===== src/rtl/decod_arb_pkg.sv =====
// Shared types and helpers for the round-robin decoder arbiter and its
// schedulers.
package decod_arb_pkg;

   typedef enum logic {
      IDLE = 1'b0,
      BUSY = 1'b1
   } arb_state_t;

   localparam int CHOICE_W = 4;
   localparam int DEC_OUTS = 16;

   // Next index in round-robin order, with an explicit wrap because n need
   // not be a power of two.
   function automatic logic [2:0] rr_next(input logic [2:0] idx, input int n);
      if (int'(idx) >= n - 1) begin
         return 3'd0;
      end
      return idx + 3'd1;
   endfunction

endpackage


===== src/rtl/rr_picker.sv =====
// Combinational round-robin picker: the first requester at or after ptr,
// found by rotating, priority-encoding and un-rotating.
module rr_picker #(
   parameter int NREQ = 4
) (
   input  logic [NREQ-1:0] req,
   input  logic [2:0]      ptr,
   output logic            any,
   output logic [2:0]      idx
);

   logic [NREQ-1:0] rot;
   logic [2:0]      off;

   always_comb begin
      rot = '0;
      off = '0;
      any = 1'b0;
      idx = '0;
      for (int k = 0; k < NREQ; k++) begin
         for (int j = 0; j < NREQ; j++) begin
            if (j == (int'(ptr) + k) % NREQ) begin
               rot[k] = req[j];
            end
         end
      end
      // Scanning downwards leaves the lowest rotated position as the winner.
      for (int k = NREQ - 1; k >= 0; k--) begin
         if (rot[k]) begin
            off = 3'(k);
            any = 1'b1;
         end
      end
      idx = 3'((int'(ptr) + int'(off)) % NREQ);
   end

endmodule


===== src/rtl/decod_arbiter.sv =====
// Round-robin arbiter sharing one 4-to-16 decoder among NREQ requesters;
// latches the winner's code and holds it until release or hold timeout.
module decod_arbiter
   import decod_arb_pkg::*;
#(
   parameter int NREQ     = 4,
   parameter int MAX_HOLD = 8
) (
   input  logic                     clk,
   input  logic                     rst_n,
   input  logic [NREQ-1:0]          req,
   input  logic [NREQ*CHOICE_W-1:0] sel,
   input  logic [NREQ-1:0]          rel,
   output logic [NREQ-1:0]          gnt,
   output logic [2:0]               owner,
   output logic [CHOICE_W-1:0]      choice,
   output logic                     choice_vld,
   output logic                     timeout
);

   localparam int TIMER_W = ($clog2(MAX_HOLD + 1) < 1) ? 1 : $clog2(MAX_HOLD + 1);

   arb_state_t           state, state_n;
   logic [NREQ-1:0]      gnt_n;
   logic [2:0]           owner_n, ptr, ptr_n;
   logic [CHOICE_W-1:0]  choice_n;
   logic                 vld_n, timeout_n;
   logic [TIMER_W-1:0]   timer, timer_n;

   logic                 pick_any;
   logic [2:0]           pick_idx;
   logic                 owner_req, owner_rel, timer_hit, release_now;

   rr_picker #(.NREQ(NREQ)) u_picker (
      .req (req),
      .ptr (ptr),
      .any (pick_any),
      .idx (pick_idx)
   );

   always_ff @(posedge clk or negedge rst_n) begin
      if (!rst_n) begin
         state      <= IDLE;
         gnt        <= '0;
         owner      <= '0;
         choice     <= '0;
         choice_vld <= 1'b0;
         timeout    <= 1'b0;
         ptr        <= '0;
         timer      <= '0;
      end else begin
         state      <= state_n;
         gnt        <= gnt_n;
         owner      <= owner_n;
         choice     <= choice_n;
         choice_vld <= vld_n;
         timeout    <= timeout_n;
         ptr        <= ptr_n;
         timer      <= timer_n;
      end
   end

   always_comb begin
      owner_req = 1'b0;
      owner_rel = 1'b0;
      for (int i = 0; i < NREQ; i++) begin
         if (int'(owner) == i) begin
            owner_req = req[i];
            owner_rel = rel[i];
         end
      end
      timer_hit   = (MAX_HOLD != 0) && (int'(timer) == MAX_HOLD - 1);
      release_now = owner_rel || !owner_req || timer_hit;
   end

   // Every release passes through IDLE, which guarantees a dead cycle
   // between grants and a clean decoder switchover.
   always_comb begin
      state_n   = state;
      gnt_n     = gnt;
      owner_n   = owner;
      choice_n  = choice;
      vld_n     = choice_vld;
      timeout_n = 1'b0;
      ptr_n     = ptr;
      timer_n   = timer;
      case (state)
         IDLE: begin
            gnt_n = '0;
            vld_n = 1'b0;
            if (pick_any) begin
               for (int i = 0; i < NREQ; i++) begin
                  gnt_n[i] = (int'(pick_idx) == i);
                  if (int'(pick_idx) == i) begin
                     choice_n = sel[i*CHOICE_W +: CHOICE_W];
                  end
               end
               owner_n = pick_idx;
               vld_n   = 1'b1;
               timer_n = '0;
               state_n = BUSY;
            end
         end
         BUSY: begin
            if (release_now) begin
               gnt_n     = '0;
               vld_n     = 1'b0;
               ptr_n     = rr_next(owner, NREQ);
               timeout_n = timer_hit && !owner_rel && owner_req;
               state_n   = IDLE;
            end else if (timer != {TIMER_W{1'b1}}) begin
               timer_n = timer + TIMER_W'(1);
            end
         end
         default: begin
            state_n = IDLE;
            gnt_n   = '0;
            vld_n   = 1'b0;
         end
      endcase
   end

endmodule


===== config.mk =====
export PLATFORM = sky130hd
export DESIGN_NAME = decod_arbiter
export DESIGN_NICKNAME = d
export VERILOG_FILES = /design/src/rtl/decod_arb_pkg.sv /design/src/rtl/rr_picker.sv /design/src/rtl/decod_arbiter.sv
export SDC_FILE = /design/constraint.sdc
export NUM_CORES = 1
export LEC_CHECK = 0
export BUFFER_PORTS_ARGS = -buffer_cell sky130_fd_sc_hd__buf_2
export CAP_MARGIN = 20
export CORE_MARGIN = 2
export CORE_UTILIZATION = 45
export DETAILED_ROUTE_END_ITERATION = 12
export PLACE_DENSITY = 0.77
export SLEW_MARGIN = 25
export SYNTH_ARGS = -nofsm -noshare
export SYNTH_HDL_FRONTEND = slang
export SYNTH_SLANG_ARGS = --single-unit

===== constraint.sdc =====
create_clock -name clk -period 2.9 [get_ports clk]
set_clock_uncertainty 0.1 [all_clocks]
set_input_delay 0.58 -clock clk [delete_from_list [all_inputs] [get_ports clk]]
set_output_delay 0.58 -clock clk [all_outputs]
set_load 0.02 [all_outputs]

==> summary.md <==
| Metric | Value |
|---|---|
| Hold_ws | just under 100 ps |
| Synth async-reset ratio | 100% |
| H-tree depth | 1 |
| Worst vdd ir | approximately 0.85 mV |
| Dpl ws | -276 ps |
| Clock Power Share | between 7 and 8% |
| Routed len/inst | ~14 um |
| Post-route antenna net violation count | 0 |
| #FFs+latches synth | 19 |
| Reg2reg end | choice[0] |
| Synth area leaders | dfrtp_1 (40%), nand2_1 (7.8%), ha_1 (6.2%) |
| Crit end category | flip-flop |
| Number of global-route vias before repair | 1104 |
| Sequential fraction of design power | 26.0% |
| Post-DP HPWL | around 2200 um |
| Final hold vios | 0 |
| Die height | 55.7 um |
| CP Class | flip-flop to flip-flop |
| DRC | 0 |
| Sw frac | between 40% and 50% |
| Initial DRC Count | 28 |
| Slew Limit Fails | 0 |
| Ys flop type | dfrtp_1 |
| Delay-heaviest family, CP | compound AO/OA/AOI/OAI gates |
| Port Buffers | 37 |
| Die ar. | 3100 um^2 |
| Routability-driven placement congestion ratio | roughly 0.86 |
| Pwr Density | ~1200 nW/um^2 |
| CTS tree | done |
| Tightest Hold Check Type | primary input to asynchronous set/reset pin |
| Syn_nets | ~160 |
| Slew @ Worst Pin | 542 ps |
| Initial antenna violation count | 0 |
| Share of layout cells above drive strength 1 | slightly below 40% |
| Share of the synthesized area in the top cell type | about two fifths |
| Psw | 771 uW |
| Post-synth EDFFs | 0 |
| Worst path depth | 10 |
| Layout net count | ~210 |
| Crit path from | ptr[0] |
| Clock Sinks | 19 |
| WP data required | 3010 ps |
| Crit path DAT | roughly 2800 ps |
| Worst-path fanout max | 12 |
| Core ar. | 2500 um^2 |
| Hold Buf Count CTS | 0 |
| R2R Setup Slk | about 200 ps |
| Crit-path cells | nor2b_4, a221oi_1, a21oi_1, a211o_2, ha_1, xnor2_2, xnor2_4, buf_12, mux2_2, o211ai_1 |
| Worst skew pair latency | ~300 ps |
| Root Buffer | clkbuf_4 |
| Vias | ~1100 |
| Drt pass-1 iters | 4 |
| CP Launch Type | flip-flop |
| Longest Clk Path Bufs | 2 |
| Largest net degree at the start of global routing | 20 |
| Gr usage total | about 18% |
| Grt ovf | 0 |
| Number of diodes | 0 |
| Rows | 18 |
| Logic pwr share | around 66% |
| WP buf/inv | 1 |
| Max-Cap Viols | 0 |
| I/O pin count | 39 |
| Synth Warn # | 0 |
| Setup-failing EPs final | 0 |
| Slowest CP cell | dfrtp_1 |
| Status | finished clean |
| Worst-path clk slew | about 110 ps |
| Final core utilization | 61.7% |
| Cell internal pwr | ~1 mW |
| RSZ-0062 raised after global routing | false |
| DRT Wirelength | roughly 2800 um |
| First-pass GRT wire length | about 4500 um |
| Post-route clock period utilization | 93.2% |
| Reg2reg start | ptr[0] |
| Crit path time final | about 2700 ps |
| Worst r2r path cells | 10 |
| Worst setup endpoint | choice[0] |
| Dominant cell type by area after synthesis | dfrtp_1 |
| Starting density of the core | a little under 50% |
| Cell variety after synth | 39 |
| Post-synthesis cell area | about 1200 um^2 |
| Max_slew headroom | approximately 64% |
| Worst setup margin | between 150 and 200 ps |
| Vias per cell | 5.45 |
| Most common cell in the synthesized netlist | nand2_1 |
| LEAKAGE | 0.768 nW |
| Seq/Total Area, Yosys | roughly two fifths |
| CTS buffer count | 3 |
| Maximum clock frequency | between 300 and 400 MHz |
| Cells after Synth | roughly 130 |
| CP peak stage delay | roughly 480 ps |
| Syn_area_per_cell | between 9 and 10 um^2 |
| Synthesis-to-finish area growth | 28.1% |
| Die W | about 56 um |
| Post-synth top cells | nand2_1 (25), dfrtp_1 (19), nor2_1 (11) |
[per-layer routing]
layer	vias up	share of wire [%]	track usage (%)
li1	555	-	-
met1	533	43	21.0
met2	40	51	32.1
met3	6	5.5	3.72
met4	0	0.71	3.48
met5	-	0	0
[power groups by stage]
| stage | sequential (mW) | combinational (mW) | clock, mW |
|---|---|---|---|
| CTS | 0.457 | 1.03 | 0.140 |
| finish | 0.462 | 1.18 | 0.136 |
| global route | 0.477 | 1.27 | 0.148 |
| global placement | 0.457 | 0.950 | 0 |
| detailed placement | 0.461 | 0.999 | 0 |
| floorplan | 0.506 | 0.725 | 0 |
[logic make-up (layout without fill, tap and decap cells)]
family          after synthesis  count (layout)  share of synthesized area (%)
compound gates               29              29                           16.7
xor+xnor                      2               2                           2.08
fa+ha+maj                     6               6                           6.24
buf+inv                      11              60                           6.13
flops                        19              19                           39.5
mux                           9               9                           8.32
other cells                   1               1                          0.312
simple gates                 52              52                           20.7
[layout make-up]
cell class | count | area [um^2]
fillers | 216 | 958
repair buffers | 52 | 310
inverters | 4 | 15.0
multi-input cells | 99 | 673
well taps | 30 | 37.5
flip-flops and latches | 19 | 475
clock inverters | 1 | 7.51
clock buffers | 3 | 22.5
[cells in the final DEF, fill, tap and decap left out, drive strengths merged, types with 2 or more instances in the layout]
| cell | n |
|---|---|
| a31oi | 2 |
| a21oi | 6 |
| o31ai | 2 |
| nor3 | 4 |
| o21ai | 8 |
| inv | 4 |
| nand2 | 25 |
| o211ai | 4 |
| xnor2 | 2 |
| clkbuf | 3 |
| mux2i | 4 |
| nor2 | 11 |
| mux2 | 5 |
| ha | 6 |
| dfrtp | 19 |
| nor4 | 2 |
| buf | 52 |
[flip-flops by register name, indices dropped and copies added, names as in the netlist]
signal      count
timer           4
choice          4
choice_vld      1
gnt             4
state           1
ptr             2
owner           2
timeout         1
[through the flow]
step	TNS [ps]	std cells	power [mW]	cell area [um^2]
after floorplan	0	129	1.23	1200
after global placement	-461	201	1.41	1460
after detailed placement	-1020	201	1.46	1460
after CTS	0	205	1.63	1500
after global routing	0	208	1.90	1540
final	0	208	1.77	1540
[how the worst min path moves through the flow]
stage | depth (start not counted) | slack (ps) | end | from
2_1_floorplan | 0 | 180 | choice[0] | rst_n
3_3_place_gp | 1 | 360 | timeout | timer[3]
3_5_place_dp | 2 | 370 | choice_vld | choice_vld
4_1_cts | 1 | 110 | timer[2] | rst_n
5_1_grt | 1 | 110 | timer[2] | rst_n
6_report | 1 | 100 | timer[2] | rst_n
[timing repair]
action                                 CTS  global route
gates cloned                             0             0
setup buffers                            0             3
pin swaps                                0             1
gates resized for setup                  1             1
setup endpoints to repair                4             4
endpoints found under the hold margin    0             0
(Power assumes the default switching activity.)
